## src/rtl/aes_uart_pkg.sv

```systemverilog
// rtl/aes_uart_pkg.sv - shared types and defaults for the AES/UART frame sequencer
//
// Purpose: sequencer state encoding, default sizing and the byte type used
// by the frame sequencer and its bench.
// Ports: none (package).
package aes_uart_pkg;

  localparam int N_DATA_BITS_DEFAULT = 8;
  localparam int N_BYTES_DEFAULT     = 16;
  localparam int GAP_TIMEOUT_DEFAULT = 1_000_000;

  typedef logic [N_DATA_BITS_DEFAULT-1:0] byte_t;

  typedef enum logic [1:0] {
    COLLECT  = 2'd0,
    START    = 2'd1,
    WAIT_AES = 2'd2,
    SEND     = 2'd3
  } seq_state_t;

endpackage

```

## src/rtl/uart_gap_timer.sv

```systemverilog
// rtl/uart_gap_timer.sv - inter-byte gap timer for partial RX frames
//
// Purpose: counts idle cycles while enabled and raises a one-cycle expire
// when GAP_TIMEOUT idle cycles have elapsed since the last clear.
// Ports:
//   clk_i     system clock
//   reset_i   synchronous active-high reset
//   clear_i   restart the count (a byte arrived or no partial frame)
//   enable_i  an idle cycle inside a partial frame
//   expire_o  combinational expiry strobe, valid in the expiring cycle
module uart_gap_timer #(
  parameter int GAP_TIMEOUT = 1_000_000
) (
  input  logic clk_i,
  input  logic reset_i,
  input  logic clear_i,
  input  logic enable_i,
  output logic expire_o
);

  localparam int            CW   = (GAP_TIMEOUT > 1) ? $clog2(GAP_TIMEOUT) : 1;
  localparam logic [CW-1:0] LAST = CW'(GAP_TIMEOUT - 1);

  logic [CW-1:0] count_q, count_d;

  // The count is the number of idle cycles already seen before this one, so
  // the GAP_TIMEOUT-th idle cycle is the one where the count equals LAST.
  always_comb begin
    expire_o = enable_i && !clear_i && (count_q == LAST);
    count_d  = count_q;
    if (clear_i || expire_o) begin
      count_d = '0;
    end else if (enable_i && (count_q != LAST)) begin
      count_d = count_q + 1'b1;
    end
  end

  always_ff @(posedge clk_i) begin
    if (reset_i) begin
      count_q <= '0;
    end else begin
      count_q <= count_d;
    end
  end

endmodule

```

## src/rtl/aes_uart_frame_sequencer.sv

```systemverilog
// rtl/aes_uart_frame_sequencer.sv - one AES block round-trip over UART
//
// Purpose: gathers N_BYTES RX bytes into a block, pulses the AES start,
// waits for the AES result and streams it back out with valid/ready.
// Ports:
//   i_clk, i_reset                  clock, synchronous active-high reset
//   i_rx_data, i_rx_valid           received byte stream (one-cycle pulses)
//   o_aes_block, o_aes_start        assembled block and start pulse to AES
//   i_aes_done, i_aes_result        AES completion pulse and result block
//   o_tx_data, o_tx_valid, i_tx_ready  TX byte stream handshake
//   o_busy                          high unless idle with no partial frame
//   o_frame_done                    pulse after the last TX byte is accepted
//   o_frame_error                   pulse when a partial frame times out
//   o_rx_overrun                    pulse when an RX byte is dropped
module aes_uart_frame_sequencer
  import aes_uart_pkg::*;
#(
  parameter int N_DATA_BITS = N_DATA_BITS_DEFAULT,
  parameter int N_BYTES     = N_BYTES_DEFAULT,
  parameter int GAP_TIMEOUT = GAP_TIMEOUT_DEFAULT
) (
  input  logic                           i_clk,
  input  logic                           i_reset,
  input  logic [N_DATA_BITS-1:0]         i_rx_data,
  input  logic                           i_rx_valid,
  output logic [N_DATA_BITS*N_BYTES-1:0] o_aes_block,
  output logic                           o_aes_start,
  input  logic                           i_aes_done,
  input  logic [N_DATA_BITS*N_BYTES-1:0] i_aes_result,
  output logic [N_DATA_BITS-1:0]         o_tx_data,
  output logic                           o_tx_valid,
  input  logic                           i_tx_ready,
  output logic                           o_busy,
  output logic                           o_frame_done,
  output logic                           o_frame_error,
  output logic                           o_rx_overrun
);

  localparam int               IDX_W    = (N_BYTES > 1) ? $clog2(N_BYTES) : 1;
  localparam logic [IDX_W-1:0] LAST_IDX = IDX_W'(N_BYTES - 1);
  localparam int               BLK_W    = N_DATA_BITS * N_BYTES;

  seq_state_t       state_q, state_d;
  logic [IDX_W-1:0] idx_q, idx_d;
  logic [IDX_W-1:0] tx_idx_q, tx_idx_d;
  logic [BLK_W-1:0] aes_block_q, aes_block_d;
  logic [BLK_W-1:0] tx_buf_q, tx_buf_d;
  logic             tx_valid_q, tx_valid_d;
  logic             frame_done_q, frame_done_d;
  logic             frame_error_q, frame_error_d;
  logic             rx_overrun_q, rx_overrun_d;

  logic gap_enable;
  logic gap_clear;
  logic gap_expire;

  // The timer only runs on idle cycles of a partial frame; any byte, or
  // leaving COLLECT, restarts it so a new frame always gets a full window.
  assign gap_enable = (state_q == COLLECT) && (idx_q != '0) && !i_rx_valid;
  assign gap_clear  = i_rx_valid || (state_q != COLLECT);

  uart_gap_timer #(
    .GAP_TIMEOUT(GAP_TIMEOUT)
  ) u_gap_timer (
    .clk_i   (i_clk),
    .reset_i (i_reset),
    .clear_i (gap_clear),
    .enable_i(gap_enable),
    .expire_o(gap_expire)
  );

  always_comb begin
    state_d       = state_q;
    idx_d         = idx_q;
    tx_idx_d      = tx_idx_q;
    aes_block_d   = aes_block_q;
    tx_buf_d      = tx_buf_q;
    tx_valid_d    = tx_valid_q;
    frame_done_d  = 1'b0;
    frame_error_d = 1'b0;
    rx_overrun_d  = 1'b0;

    case (state_q)
      COLLECT: begin
        // A byte on the expiry cycle suppresses the expiry (the timer
        // sees it as a clear), so it simply extends the frame.
        if (i_rx_valid) begin
          aes_block_d[int'(idx_q)*N_DATA_BITS +: N_DATA_BITS] = i_rx_data;
          if (idx_q == LAST_IDX) begin
            idx_d   = '0;
            state_d = START;
          end else begin
            idx_d = idx_q + 1'b1;
          end
        end else if (gap_expire) begin
          idx_d         = '0;
          frame_error_d = 1'b1;
        end
      end
      START: begin
        state_d = WAIT_AES;
      end
      WAIT_AES: begin
        if (i_aes_done) begin
          tx_buf_d   = i_aes_result;
          tx_idx_d   = '0;
          tx_valid_d = 1'b1;
          state_d    = SEND;
        end
      end
      SEND: begin
        if (tx_valid_q && i_tx_ready) begin
          if (tx_idx_q == LAST_IDX) begin
            tx_valid_d   = 1'b0;
            frame_done_d = 1'b1;
            tx_idx_d     = '0;
            idx_d        = '0;
            state_d      = COLLECT;
          end else begin
            tx_idx_d = tx_idx_q + 1'b1;
          end
        end
      end
      default: begin
        state_d = COLLECT;
      end
    endcase

    if (i_rx_valid && (state_q != COLLECT)) begin
      rx_overrun_d = 1'b1;
    end
  end

  always_ff @(posedge i_clk) begin
    if (i_reset) begin
      state_q       <= COLLECT;
      idx_q         <= '0;
      tx_idx_q      <= '0;
      aes_block_q   <= '0;
      tx_buf_q      <= '0;
      tx_valid_q    <= 1'b0;
      frame_done_q  <= 1'b0;
      frame_error_q <= 1'b0;
      rx_overrun_q  <= 1'b0;
    end else begin
      state_q       <= state_d;
      idx_q         <= idx_d;
      tx_idx_q      <= tx_idx_d;
      aes_block_q   <= aes_block_d;
      tx_buf_q      <= tx_buf_d;
      tx_valid_q    <= tx_valid_d;
      frame_done_q  <= frame_done_d;
      frame_error_q <= frame_error_d;
      rx_overrun_q  <= rx_overrun_d;
    end
  end

  // All outputs come straight from registers; ready never reaches valid.
  assign o_aes_block   = aes_block_q;
  assign o_aes_start   = (state_q == START);
  assign o_tx_data     = tx_buf_q[int'(tx_idx_q)*N_DATA_BITS +: N_DATA_BITS];
  assign o_tx_valid    = tx_valid_q;
  assign o_busy        = !((state_q == COLLECT) && (idx_q == '0));
  assign o_frame_done  = frame_done_q;
  assign o_frame_error = frame_error_q;
  assign o_rx_overrun  = rx_overrun_q;

endmodule

```

## config.mk

```make
export PLATFORM = sky130hd
export DESIGN_NAME = aes_uart_frame_sequencer
export DESIGN_NICKNAME = d
export VERILOG_FILES = /design/src/rtl/aes_uart_pkg.sv /design/src/rtl/uart_gap_timer.sv /design/src/rtl/aes_uart_frame_sequencer.sv
export SDC_FILE = /design/constraint.sdc
export NUM_CORES = 1
export LEC_CHECK = 0
export CAP_MARGIN = 0
export CORE_ASPECT_RATIO = 1.2
export CORE_MARGIN = 2
export CORE_UTILIZATION = 30
export DETAILED_ROUTE_END_ITERATION = 8
export MAX_ROUTING_LAYER = met4
export PLACE_DENSITY = 0.53
export SLEW_MARGIN = 20
export SYNTH_ARGS = -nofsm -noshare
export SYNTH_HDL_FRONTEND = slang
export SYNTH_HIERARCHICAL = 1
export SYNTH_SLANG_ARGS = --single-unit
```

## constraint.sdc

```tcl
create_clock -name i_clk -period 6.8 [get_ports i_clk]
set_input_delay 0.68 -clock i_clk [delete_from_list [all_inputs] [get_ports i_clk]]
set_output_delay 0.68 -clock i_clk [all_outputs]
set_load 0.01 [all_outputs]
```

==> impl_metrics.env, run 1 <==
export IMPL_synth_cell_types=63
export IMPL_yosysWarnings=6
export IMPL_grt_pass1_vias=10000
export IMPL_synth_adder_area_share=0.0113
export IMPL_globalRouteOverflowTotal=0
export IMPL_vias=10200
export IMPL_drt_vias_per_instance=4.79
export IMPL_grt_pass1_wl_um=56700
export IMPL_drc=0
export IMPL_p_leak_nw=5.90
export IMPL_cts_made_buffers=31
export IMPL_areaGrowthSynthToFinish_pct=34.8
export IMPL_cts_path_max_buffers=3
export IMPL_wl_per_cell_um=17.4
export IMPL_syn_area_per_cell_sq_um=9.15
export IMPL_cp_end_kind="output port"
export IMPL_hpwlAfterDp_um=26300
export IMPL_critPathLaunchType="flip-flop"
export IMPL_dp_cells=2074
export IMPL_portBuffers=282
export IMPL_ant_nets=0
export IMPL_worstMarginPinSlew_ns=1.03
export IMPL_dieHeight_um=225
export IMPL_htreeDepth=1
export IMPL_drv_slew=0
export IMPL_tns_ns=0
export IMPL_synthTopCellsByArea="dfxtp_1 (47%), nand2_1 (9.4%), mux2i_1 (8.3%)"
export IMPL_synth_xor_area_frac=0.0100
export IMPL_synthArstFlopShare=0
export IMPL_gp_congestion=0.795
export IMPL_hold_viol=0
export IMPL_placementRows=81
export IMPL_cp_max_fo=35
export IMPL_cp_required_ns=6.12
export IMPL_die_area_sq_um=42400
export IMPL_hold_start="tx_buf_q[113]"
export IMPL_synth_compound_area_frac=0.116
export IMPL_path_cells="buf_4 > mux4_2 > o22ai_1 > nor2_1 > clkdlybuf4s50_1"
export IMPL_ys_flop_type="dfxtp_1"
export IMPL_finClkSkew_ns=0.0223
export IMPL_fin_crit_sh=0.541
export IMPL_synthTopCellsByCount="nand2_1 (307), dfxtp_1 (290), a21oi_1 (150)"
export IMPL_hold_class="reg2reg"
export IMPL_grt_total_usage=0.175
export IMPL_clkTransAtPathRegs_ns=0.06
export IMPL_status="finished clean"
export IMPL_grt_max_degree=118
export IMPL_cts_tree="built"
export IMPL_pin_count=283
export IMPL_antenna_found_initial=2
export IMPL_synth_top_family_by_area="simple AND/OR/NAND/NOR gates"
export IMPL_setup_viol=0
export IMPL_drive_gt1_frac=0.0829
export IMPL_postCtsResizedCells=0
export IMPL_die_x_um=188
export IMPL_period_needed_ns=3.68
export IMPL_r2r_start="idx_q[0]"
export IMPL_seq_area_frac_synth=0.475
export IMPL_critical_path_class="reg2out"
export IMPL_synth_edff_count=0
export IMPL_coreArea_sq_um=40500
export IMPL_synth_mux_area_frac=0.142
export IMPL_synth_cells=1337
export IMPL_yosys_area_top_type="dfxtp_1"
export IMPL_grt_setup_unrepaired="no"
export IMPL_vdd_drop_max_uv=183
export IMPL_start_util=0.302
export IMPL_drt_first_pass_iters=5
export IMPL_worstPathBufferInverterCount=2
export IMPL_final_cells=2133
export IMPL_powerDensity_nw_per_um2=220
export IMPL_syn_cell_area_sq_um=12200
export IMPL_arrival_ns=3.00
export IMPL_cap_violations=0
export IMPL_fin_nets=1720
export IMPL_synth_simple_area_share=0.213
export IMPL_syn_nets=1489
export IMPL_clock_sinks=290
export IMPL_crit_family="buffers and inverters"
export IMPL_synth_top_area_share=0.475
export IMPL_cts_root_buffer_cell="clkbuf_16"
export IMPL_holdBufCountCts=0
export IMPL_whs_ns=0.450
export IMPL_post_cts_buffers=0
export IMPL_routed_wl_um=37100
export IMPL_clock_latency_ns=0.57
export IMPL_drtIter0Drc=561
export IMPL_ys_seq_elements=290
export IMPL_crit_slowest_cell="mux4_2"
export IMPL_setup_worst_path_start="tx_idx_q[0]"
export IMPL_yosysMostFrequentCell="nand2_1"
export IMPL_max_clock_freq_mhz=272
export IMPL_relSlewSlack=0.308
export IMPL_slowest_delay_ns=0.60
-- report_power, final --
| group | switching, mW | internal [mW] | leakage [nW] | total (mW) |
|---|---|---|---|---|
| clock network | 0.689 | 1.04 | 0.512 | 1.73 |
| registers | 0.00428 | 1.70 | 2.34 | 1.71 |
| logic | 0.0939 | 0.0963 | 3.05 | 0.190 |
| total | 0.787 | 2.84 | 5.90 | 3.62 |
-- metrics by stage --
stage                      util  worst slack [ns]  instance area [sq um]  total power [mW]
after floorplan               -              3.78                  12200              1.81
final                     0.407              3.12                  16500              3.62
after global routing      0.407              2.91                  16500              3.76
after CTS                 0.406              3.00                  16500              3.68
after detailed placement  0.381              2.96                  15400              1.94
after global placement    0.380              3.03                  15400              1.94
-- layout make-up --
class                      instances  area, sq um
fill                            4057        24100
tap                              539          674
antenna                            2         5.00
inverter                          10         37.5
sequential                       290         5810
clock inverter                     9          126
multi-input combinational        946         6030
timing repair buffer             289         2880
clock buffer                      48          920
-- cell families after synthesis --
logic type,Yosys count
simple gates,563
flops,290
compound gates,224
mux,134
buf+inv,101
xor+xnor,14
fa+ha+maj,11
-- worst reg2reg max path: cells and delay by family (launching register included) --
kind / cells / cell delay [ns]
fa+ha+maj: 1 / 0.34
compound gates: 3 / 1.12
buf+inv: 2 / 0.33
simple gates: 2 / 0.96
flops: 1 / 0.73
-- sequential cells by signal, indices dropped and copies added (netlist names) --
name / count
tx_buf_q: 128
o_tx_valid: 1
tx_idx_q: 4
o_aes_block: 128
state_q: 2
u_gap_timer/count_q: 20
o_frame_error: 1
o_rx_overrun: 1
o_frame_done: 1
idx_q: 4
-- metal layers --
metal | vias up | track usage | part of all wire
li1 | 5107 | - | -
met1 | 4793 | 0.216 | 0.44
met2 | 281 | 0.292 | 0.48
met3 | 46 | 0.0325 | 0.056
met4 | 0 | 0.0489 | 0.023
met5 | - | - | 0
-- placed cells by master (no fill, tap or decap), types with 9 or more instances in the layout --
cell type / instances
nor3b_1: 19
o22ai_1: 17
ha_1: 11
nor2_1: 112
nand3_1: 21
and4_1: 24
clkdlybuf4s50_1: 281
and3_1: 13
mux2i_1: 102
inv_1: 10
dfxtp_1: 289
nand2_1: 306
mux4_2: 32
xnor2_1: 9
a21oi_1: 150
and2_1: 9
clkbuf_1: 9
clkbuf_16: 31
a31o_2: 15
-- path summary, 6_finish.rpt --
path | end | slack, ns | depth (start not counted)
setup / recovery | o_tx_data[6] | 3.12 | 5
hold / removal | tx_buf_q[113] | 0.45 | 2
setup reg to reg | idx_q[3] | 3.23 | 8
hold reg to reg | tx_buf_q[113] | 0.45 | 2
Power figures use the tool's default switching activity.
==> inputs of run 2 (changes only) <==
PLACE_DENSITY = 0.54   (was 0.53)
clock period = 3.25 ns   (was 6.8 ns; I/O delays follow)
==> run 2 against run 1 <==
Effect of this change: flip-flop and latch count is the same; sequential share of layout area shrank 0.62 points; combinational power rose by 120%; clock skew down 0.0021 ns; worst setup slack got worse by 3.0 ns; count of clock-buffer cells in the layout shrank 3; critical path type unchanged.
==> impl_metrics.env, run 2 (synthesis gave the netlist of run 1 again) <==
export IMPL_hpwlAfterDp_um=26900
export IMPL_path_cells="buf_12 > mux4_2 > o22ai_1 > nor2_1 > clkdlybuf4s50_1"
export IMPL_fin_nets=1745
export IMPL_areaGrowthSynthToFinish_pct=37.2
export IMPL_cp_required_ns=2.92
export IMPL_whs_ns=0.253
export IMPL_pin_count=283
export IMPL_tns_ns=0
export IMPL_drc=0
export IMPL_setup_worst_path_start="tx_idx_q[0]"
export IMPL_status="finished clean"
export IMPL_drt_first_pass_iters=5
export IMPL_grt_setup_unrepaired="no"
export IMPL_critical_path_class="reg2out"
export IMPL_fin_crit_sh=0.958
export IMPL_die_x_um=188
export IMPL_drive_gt1_frac=0.0985
export IMPL_crit_slowest_cell="mux4_2"
export IMPL_coreArea_sq_um=40500
export IMPL_clkTransAtPathRegs_ns=0.06
export IMPL_routed_wl_um=38300
export IMPL_die_area_sq_um=42400
export IMPL_hold_start="i_reset"
export IMPL_placementRows=81
export IMPL_dr_wl_met2_um=18300
export IMPL_globalRouteOverflowTotal=0
export IMPL_worstMarginPinSlew_ns=0.884
export IMPL_post_cts_buffers=0
export IMPL_postCtsResizedCells=0
export IMPL_grt_total_usage=0.183
export IMPL_grt_pass1_wl_um=59100
export IMPL_crit_path_end="o_tx_data[3]"
export IMPL_clock_sinks=290
export IMPL_final_common_cell="nand2_1"
export IMPL_drv_slew=0
export IMPL_regToRegEndpoint="o_aes_block[70]"
export IMPL_holdBufCountCts=0
export IMPL_dieHeight_um=225
export IMPL_nFillCells=4021
export IMPL_drtIter0Drc=622
export IMPL_grt_max_degree=74
export IMPL_cts_root_buffer_cell="clkbuf_16"
export IMPL_ant_nets=0
export IMPL_layout_common_cells="nand2_1 (306), dfxtp_1 (289), clkdlybuf4s50_1 (281)"
export IMPL_htreeDepth=2
export IMPL_period_needed_ns=3.11
export IMPL_cp_end_kind="output port"
export IMPL_r2r_start="idx_q[1]"
export IMPL_arrival_ns=2.79
export IMPL_max_clock_freq_mhz=321
export IMPL_vdd_drop_max_uv=267
export IMPL_route_met3_wl_um=1940
export IMPL_slowest_delay_ns=0.58
export IMPL_met1Wirelength_um=17100
export IMPL_portBuffers=282
export IMPL_wl_per_cell_um=17.8
export IMPL_p_leak_nw=6.07
export IMPL_hold_viol=0
export IMPL_critPathLaunchType="flip-flop"
export IMPL_gp_congestion=0.815
export IMPL_topRoutingLayerUsed="met4"
export IMPL_reg2regPathDepth=6
export IMPL_clock_latency_ns=0.52
export IMPL_regArea_sq_um=5810
export IMPL_cts_tree="built"
export IMPL_start_util=0.302
export IMPL_finClkSkew_ns=0.0202
export IMPL_relSlewSlack=0.409
export IMPL_cp_max_fo=35
export IMPL_cts_path_max_buffers=3
export IMPL_cap_violations=0
export IMPL_hold_class="in2reg"
export IMPL_cts_made_buffers=34
export IMPL_powerDensity_nw_per_um2=475
export IMPL_vias=10500
export IMPL_antenna_found_initial=1
export IMPL_reg2reg_slack_ns=0.47
export IMPL_drt_vias_per_instance=4.87
export IMPL_multi_input_area_sq_um=6030
export IMPL_setup_viol=0
export IMPL_grt_pass1_vias=10300
## run 2: layout make-up
class | instances | share of cell area
clock inverter | 13 | 0.0119
timing repair buffer | 311 | 0.183
sequential | 290 | 0.346
multi-input combinational | 946 | 0.359
clock buffer | 45 | 0.0574
antenna | 1 | 0.000149
tap | 539 | 0.0402
inverter | 10 | 0.00224
## run 2: per-stage QoR
step	worst slack, ns	util	instance area (sq um)	total power [mW]	cells
2_1_floorplan	0.226	-	12200	3.79	1337
3_3_place_gp	0.523	0.385	15600	4.06	2096
3_5_place_dp	0.419	0.385	15600	4.06	2096
4_1_cts	0.120	0.414	16800	8.09	2154
5_1_grt	0.109	0.414	16800	8.27	2155
6_report	0.135	0.414	16800	7.97	2155
## run 2: how the worst min path moves through the flow
| stage | slack (ns) | end | cells past startpoint |
|---|---|---|---|
| 2_1_floorplan | 0.43 | tx_buf_q[100] | 2 |
| 3_3_place_gp | 0.44 | tx_buf_q[83] | 2 |
| 3_5_place_dp | 0.44 | tx_buf_q[23] | 2 |
| 4_1_cts | 0.24 | idx_q[2] | 2 |
| 5_1_grt | 0.27 | idx_q[2] | 2 |
| 6_report | 0.25 | idx_q[2] | 2 |
## run 2: critical path, delay by kind of cell, from the launching register on
kind                   cells  cell delay (ns)
buffers and inverters      2             0.80
DFF                        1             0.34
AOI/OAI and AO/OA          1             0.40
muxes                      1             0.58
and+or+nand+nor            1             0.15
## run 2: power breakdown
| group | internal (mW) | switching, mW | leakage (nW) |
|---|---|---|---|
| clock network | 2.48 | 1.51 | 0.568 |
| logic | 0.210 | 0.206 | 3.16 |
| registers | 3.56 | 0.00561 | 2.34 |
| total | 6.25 | 1.72 | 6.07 |
## run 2: layer usage
metal  up-vias  GRT usage
li1       5171          -
met3        46     0.0322
met4         0     0.0527
met5         -          -
met2       305      0.302
met1      4981      0.229
